File: src/rtl/sipo_rx_pkg.sv
// -----------------------------------------------------------------------------
// sipo_rx_pkg
// Shared constants for the serial-in/parallel-out receive controller.
//   DEFAULT_WIDTH : default frame length in bits (legal range 2..32)
//   ST_IDLE       : FSM encoding, waiting for a frame start
//   ST_SHIFT      : FSM encoding, collecting serial bits
// -----------------------------------------------------------------------------
package sipo_rx_pkg;

  localparam int DEFAULT_WIDTH = 4;

  // FSM state encoding, kept as plain constants so the state register is an
  // ordinary logic vector.
  localparam logic [0:0] ST_IDLE  = 1'b0;
  localparam logic [0:0] ST_SHIFT = 1'b1;

endpackage

File: src/rtl/sipo_shift_en.sv
// -----------------------------------------------------------------------------
// sipo_shift_en
// WIDTH-bit shift register with shift enable. When en_i is high the register
// takes {q[WIDTH-2:0], d_i}, so the first bit shifted in ends up at the MSB.
// Ports:
//   clk  : clock, rising edge
//   rst  : asynchronous active-high reset, clears the register
//   en_i : shift enable
//   d_i  : serial data input (enters at bit 0)
//   q_o  : parallel register contents
// -----------------------------------------------------------------------------
module sipo_shift_en
  import sipo_rx_pkg::*;
#(
  parameter int WIDTH = DEFAULT_WIDTH
) (
  input  logic             clk,
  input  logic             rst,
  input  logic             en_i,
  input  logic             d_i,
  output logic [WIDTH-1:0] q_o
);

  genvar gi;
  generate
    for (gi = 0; gi < WIDTH; gi++) begin : g_bit
      logic src_d;
      logic bit_q;

      // Bit 0 takes the serial input; every other bit takes its neighbour below.
      if (gi == 0) begin : g_head
        assign src_d = d_i;
      end else begin : g_body
        assign src_d = q_o[gi-1];
      end

      always_ff @(posedge clk or posedge rst) begin
        if (rst) begin
          bit_q <= 1'b0;
        end else if (en_i) begin
          bit_q <= src_d;
        end
      end

      assign q_o[gi] = bit_q;
    end
  endgenerate

endmodule

File: src/rtl/sipo_rx_ctrl.sv
// -----------------------------------------------------------------------------
// sipo_rx_ctrl
// Framing controller for a serial-in/parallel-out receive path. After `start`
// in IDLE it collects exactly WIDTH qualified bits (MSB first), then hands the
// word to a holding register that is presented on a valid/ready handshake.
// A completed word that cannot be accepted because the held word is still
// unconsumed is dropped and the sticky `overrun` flag is set.
// Ports:
//   clk       : clock, rising edge
//   rst       : asynchronous active-high reset
//   start     : begin a frame (only honoured in IDLE)
//   in_valid  : qualifies `in` this cycle
//   in        : serial data bit, MSB first
//   out_ready : consumer accepts `out` this cycle
//   out       : held parallel word (first bit at out[WIDTH-1])
//   out_valid : `out` holds an unconsumed word
//   busy      : frame in progress
//   overrun   : sticky, a completed word was dropped
// -----------------------------------------------------------------------------
module sipo_rx_ctrl
  import sipo_rx_pkg::*;
#(
  parameter int WIDTH = DEFAULT_WIDTH
) (
  input  logic             clk,
  input  logic             rst,
  input  logic             start,
  input  logic             in_valid,
  input  logic             in,
  input  logic             out_ready,
  output logic [WIDTH-1:0] out,
  output logic             out_valid,
  output logic             busy,
  output logic             overrun
);

  localparam int CW = $clog2(WIDTH + 1);
  localparam logic [CW-1:0] LAST_CNT = CW'(WIDTH - 1);

  logic [0:0]       state_q, state_d;
  logic [CW-1:0]    cnt_q, cnt_d;
  logic [WIDTH-1:0] hold_q, hold_d;
  logic             out_valid_q, out_valid_d;
  logic             overrun_q, overrun_d;

  logic             shift_en;
  logic             complete;
  logic [WIDTH-1:0] sr_q;
  logic [WIDTH-1:0] word;

  // Bits are only accepted while a frame is in progress.
  assign shift_en = (state_q == ST_SHIFT) && in_valid;
  // The completion cycle is the one that samples the WIDTH-th bit.
  assign complete = shift_en && (cnt_q == LAST_CNT);
  // The shift register has not yet absorbed the last bit at the completion
  // edge, so the finished word is assembled from its contents plus `in`.
  assign word = {sr_q[WIDTH-2:0], in};

  sipo_shift_en #(
    .WIDTH (WIDTH)
  ) u_shift (
    .clk  (clk),
    .rst  (rst),
    .en_i (shift_en),
    .d_i  (in),
    .q_o  (sr_q)
  );

  always_comb begin
    state_d     = state_q;
    cnt_d       = cnt_q;
    hold_d      = hold_q;
    out_valid_d = out_valid_q;
    overrun_d   = overrun_q;

    case (state_q)
      ST_IDLE: begin
        cnt_d = '0;
        if (start) begin
          state_d = ST_SHIFT;
        end
      end
      ST_SHIFT: begin
        if (complete) begin
          state_d = ST_IDLE;
          cnt_d   = '0;
        end else if (shift_en) begin
          cnt_d = cnt_q + CW'(1);
        end
      end
      default: begin
        state_d = ST_IDLE;
        cnt_d   = '0;
      end
    endcase

    if (complete) begin
      // A simultaneous consume frees the holding register for the new word.
      if (!out_valid_q || out_ready) begin
        hold_d      = word;
        out_valid_d = 1'b1;
      end else begin
        overrun_d = 1'b1;
      end
    end else if (out_valid_q && out_ready) begin
      out_valid_d = 1'b0;
    end
  end

  always_ff @(posedge clk or posedge rst) begin
    if (rst) begin
      state_q     <= ST_IDLE;
      cnt_q       <= '0;
      hold_q      <= '0;
      out_valid_q <= 1'b0;
      overrun_q   <= 1'b0;
    end else begin
      state_q     <= state_d;
      cnt_q       <= cnt_d;
      hold_q      <= hold_d;
      out_valid_q <= out_valid_d;
      overrun_q   <= overrun_d;
    end
  end

  assign out       = hold_q;
  assign out_valid = out_valid_q;
  assign busy      = (state_q == ST_SHIFT);
  assign overrun   = overrun_q;

endmodule

File: config.mk
export PLATFORM = sky130hd
export DESIGN_NAME = sipo_rx_ctrl
export DESIGN_NICKNAME = d
export VERILOG_FILES = /design/src/rtl/sipo_rx_pkg.sv /design/src/rtl/sipo_shift_en.sv /design/src/rtl/sipo_rx_ctrl.sv
export SDC_FILE = /design/constraint.sdc
export NUM_CORES = 1
export LEC_CHECK = 0
export BUFFER_PORTS_ARGS = -buffer_cell sky130_fd_sc_hd__buf_2
export CAP_MARGIN = 20
export CORE_MARGIN = 5
export CORE_UTILIZATION = 33
export CTS_BUF_LIST = sky130_fd_sc_hd__clkbuf_4
export DETAILED_ROUTE_END_ITERATION = 10
export HOLD_SLACK_MARGIN = 0.08
export PLACE_DENSITY = 0.55
export SETUP_SLACK_MARGIN = 0.1
export SYNTH_ARGS = -nofsm -noshare
export SYNTH_HDL_FRONTEND = slang
export SYNTH_SLANG_ARGS = --single-unit
File: constraint.sdc
create_clock -name clk -period 1.2 [get_ports clk]
set_input_delay 0.36 -clock clk [delete_from_list [all_inputs] [get_ports clk]]
set_output_delay 0.36 -clock clk [all_outputs]
set_load 0.01 [all_outputs]
# ---- Yosys cells after proc, flatten, opt, wreduce, memory -nomap -nowiden
# Index checks and enable logic that the tools add are counted.
dict set report classes {
  add_sub_neg 1
  n_eq_ne 3
  n_mux 9
  bitwise 2
  n_reduce_logical 9
}
# op n
set ops {}
lappend ops {{$mux W3} 2}
lappend ops {{$pmux W3 S2} 1}
lappend ops {{$reduce_and A2 Y1} 3}
lappend ops {{$mux W1} 5}
lappend ops {{$add A3 B1 Y3 const B} 1}
lappend ops {{$eq A3 B2 Y1 const B} 1}
lappend ops {{$logic_and A1 B1 Y1} 3}
lappend ops {{$ne A3 B1 Y1 const B} 1}
lappend ops {{$ne A2 B1 Y1 const B} 1}
lappend ops {{$not A1 Y1} 2}
lappend ops {{$pmux W1 S2} 1}
lappend ops {{$reduce_bool A2 Y1} 1}
lappend ops {{$logic_not A1 Y1} 1}
lappend ops {{$logic_or A1 B1 Y1} 1}
dict set report totals {
  reg_bits 13
  input_bits 6
  output_inout_bits 7
  word_cells 32
}

# ---- Logic depth before layout (Yosys ltp)
dict set report depth {
  word_depth 4
  mapped_depth 4
  mapped_depth_nobuf 4
}

# ---- Modules after synthesis
# From an unflattened synthesis, not the netlist that was laid out.
dict set report hier_totals {
  cells_unflattened 46
  area_unflattened_um2 619.3
}
# mod instances cells_each area_per_inst_um2 seq_area_each_um2
set modules_own_cells {}
lappend modules_own_cells {sipo_rx_ctrl 1 33 440.4 250.2}
lappend modules_own_cells {sipo_shift_en 1 13 178.9 100.1}

# ---- Least setup slack after synthesis
# OpenSTA, ideal clock, no wires.
dict set report synth_timing {
  path_kind {flip-flop to flip-flop}
  from {register cnt_q[0]}
  to {register hold_q[0], in the netlist out[0]}
  setup_ps 125
  arrival_time_ps 1190
  t_required_ps 1075
  slack_ps -115
  stages_incl_launch_ff 5
  n_path_buf 0
  period_less_slack_ps 1315
  cell_sequence {dfrtp_1 ha_1 nand4b_4 nor2b_4 mux2_2}
}
dict set report synth_between {
  elab_chain_len 3
}
# item line
set synth_rtl {}
lappend synth_rtl {{from (decl)} sipo_rx_ctrl.sv:41} ;# logic [CW-1:0] cnt_q, cnt_d;
lappend synth_rtl {{from (signal assigned)} sipo_rx_ctrl.sv:119} ;# cnt_q <= cnt_d;
lappend synth_rtl {{$eq A3 B2 Y1} sipo_rx_ctrl.sv:54} ;# assign complete = shift_en && (cnt_q == LAST_CNT);
lappend synth_rtl {{$logic_and A1 B1 Y1} sipo_rx_ctrl.sv:54}
lappend synth_rtl {{$reduce_and A2 Y1 (no source line)} --}
lappend synth_rtl {{to (signal assigned)} sipo_rx_ctrl.sv:120} ;# hold_q <= hold_d;
lappend synth_rtl {{to (decl)} sipo_rx_ctrl.sv:42} ;# logic [WIDTH-1:0] hold_q, hold_d;
# No other way between the ends.
# A chain may end at the register's enable or synchronous reset.

# ---- Worst setup path in the final report
dict set report layout_timing {
  from {register cnt_q[1]}
  to {register hold_q[1], in the netlist out[1]}
}
# The elaborated chain is that of the path after synthesis.

==> summary.md <==
| Metric | Value |
|---|---|
| Hold EP | `busy` |
| FF-to-FF setup slack | `-0.11 ns` |
| Number of synthesis warnings | `0` |
| Slew HR | `87.4%` |
| Share of cells above drive strength 1 | `64.8%` |
| Slew Viols, Final | `0` |
| First drt pass iteration count | `2` |
| First-pass GRT wire length | `1810 um` |
| Die area | `2570 sq um` |
| CP peak stage delay | `0.39 ns` |
| Vias in the first global route | `406` |
| Setup TNS | `-0.492 ns` |
| Static Leak | `0.439 nW` |
| Worst hold start | `start` |
| Syn-to-layout area delta | `57.8%` |
| Mapped Cells | `39` |
| Failing checks | `negative setup slack` |
| Startpoint Class | `flop` |
| Initial core utilization | `35.4%` |
| Clock slew at reported path FFs | `0.08 ns` |
| Final ANT Viol Nets | `0` |
| Io pins | `13` |
| Outcome | `finished with violations` |
| Pin count of the biggest net entering global routing | `10` |
| Largest fanout on the critical path | `4` |
| Mapped Area | `546 sq um` |
| Final net count | `79` |
| Max-cap violation count | `0` |
| Crit end category | `flop` |
| Clock Sinks | `13` |
| Fin Clk Skew | `0.00519 ns` |
| Crit path required time | `1.36 ns` |
| CTS buffer count | `3` |
| Hold path cells | `2` |
| RePlAce Congestion | `0.807` |
| # setup viols final | `6` |
| WS Path Type | `reg2reg` |
| Total routed wirelength | `1180 um` |
| Critical path's top delay family | `flip-flops` |
| CP max-delay cell | `dfrtp_1` |
| Syn Nets | `46` |
| Setup slack after layout | `-0.111 ns` |
| CTS tree | `built` |
| Unrepaired setup endpoints after global routing | `true` |
| Pwr/cell area | `2190 nW/um^2` |
| Initial antenna violation count | `0` |
| Worst-Skew Late Latency | `0.28 ns` |
| Clock tree buffer depth | `2` |
| Wire length per cell | `13.6 um` |
| H-tree Lvls | `1` |
| Reg-to-Reg End | `out[1]` |
| Vias per cell | `4.66` |
| Peak supply drop | `0.00112 V` |
| Avg Inst Size Synth | `14.0 sq um` |
| Fmax | `763 MHz` |
| Buffers on Ports | `12` |
| Post-route clock period utilization | `109%` |
| Core Region | `1540 sq um` |
| Sequential share of the synthesized area | `59.6%` |
| Hold Path Class | `in2reg` |
| Flops & latches, synth | `13` |
| Worst R2R Start | `cnt_q[1]` |
| Vias | `405` |
| Core Util, Final | `55.8%` |
| Final hold vios | `0` |
| Worst Path Arrival | `1.47 ns` |
| Root buffer cell | `clkbuf_4` |
| WP buf/inv | `0` |
| Detailed Place HPWL | `819 um` |
| Min cycle time layout | `1.31 ns` |
| Reg2reg path depth | `4` |
| DR iter-0 viols | `2` |
| Hold Slack | `0.282 ns` |
| Synth cell types | `16` |
| Chip Height | `50.7 um` |
| DRC violations left | `0` |
| Cells along the critical path | `ha_4 > nand4b_4 > nor2b_4 > mux2_4` |
| GR Overflow Total | `0` |
| Design Power | `1.89 mW` |
| Slew @ Worst Pin | `0.189 ns` |
| Chip Width | `50.7 um` |
| Global-route usage over all layers | `9.32%` |
| N_diodes | `0` |
| Rows | `14` |
[per-stage QoR]
stage,cells,worst slack [ns],instance area [sq um]
final,87,-0.111,861
after CTS,83,-0.0877,797
after global routing,87,-0.159,861
after detailed placement,76,-0.0939,706
after floorplan,39,-0.0595,558
after global placement,76,-0.0822,706
[routing by layer]
layer	global-route usage, %	wire length [um]	part of all wire, %	up-vias
li1	-	-	-	200
met1	10.8	550	46	194
met2	14.5	537	45	9
met3	5.62	81	6.8	2
met4	2.55	14	1.2	0
met5	0	0	0	-
[report_power, final]
group          internal (mW)  switching [mW]  total (mW)
Clock                  0.152           0.139       0.291
Sequential             0.607           0.121       0.728
Combinational          0.552           0.315       0.867
[flip-flops by register name, indices dropped and copies added, names as in the netlist]
register and count:
overrun 1, cnt_q 3, u_shift.g_bit.bit_q 3, out_valid 1
busy 1, out 4
[cells in the final DEF (no fill, tap or decap), drive strengths merged]
master / count
a21oi: 1
and2: 1
and2b: 1
buf: 27
clkbuf: 4
dfrtp: 13
dlygate4sd3: 1
ha: 1
inv: 2
mux2: 7
nand2: 4
nand2b: 1
nand4b: 1
nor2b: 2
nor3b: 1
o21a: 2
o21bai: 1
o22ai: 1
[cell usage after synthesis (all sizes together)]
cell type | instances | area [sq um]
dfrtp | 13 | 325
inv | 2 | 7.51
ha | 1 | 12.5
nand4b | 1 | 23.8
and2 | 1 | 6.26
and2b | 1 | 8.76
nand2b | 1 | 6.26
a21oi | 1 | 5.00
nor3b | 1 | 7.51
o21a | 2 | 15.0
o22ai | 1 | 6.26
nor2b | 2 | 20.0
o21bai | 1 | 7.51
mux2 | 7 | 78.8
nand2 | 4 | 15.0
[worst max path at each step]
stage | to | cells past startpoint | slack, ns | start
after global placement | out[0] | 4 | -0.08 | cnt_q[1]
after CTS | out[0] | 4 | -0.09 | cnt_q[0]
after detailed placement | out[0] | 4 | -0.09 | cnt_q[1]
after global routing | out[1] | 4 | -0.16 | cnt_q[1]
final | out[1] | 4 | -0.11 | cnt_q[1]
after floorplan | out[0] | 4 | -0.06 | cnt_q[1]
[logic make-up (layout without fill, tap and decap cells)]
family	Yosys count	after routing	share of synthesized area [%]
and+or+nand+nor	11	11	16.1
AOI/OAI and AO/OA	5	5	6.19
muxes	7	7	14.5
adders and majority gates	1	1	2.29
buffers and inverters	2	34	1.38
DFF	13	13	59.6
[final cells by class]
class / count / area, sq um
inverters: 2 / 7.51
fillers: 145 / 681
multi-input cells: 24 / 278
well taps: 16 / 20.0
repair buffers: 28 / 200
flip-flops and latches: 13 / 325
clock buffers: 4 / 30.0
[repair_timing]
action | in CTS | in global routing
resized for setup | 8 | 9
setup buffers | 2 | 4
gates cloned | 0 | 0
hold buffers | 1 | 0
pin swaps | 4 | 7
endpoints found under the hold margin | 4 | 0
endpoints found under the setup margin | 16 | 16
(Power assumes the default switching activity.)
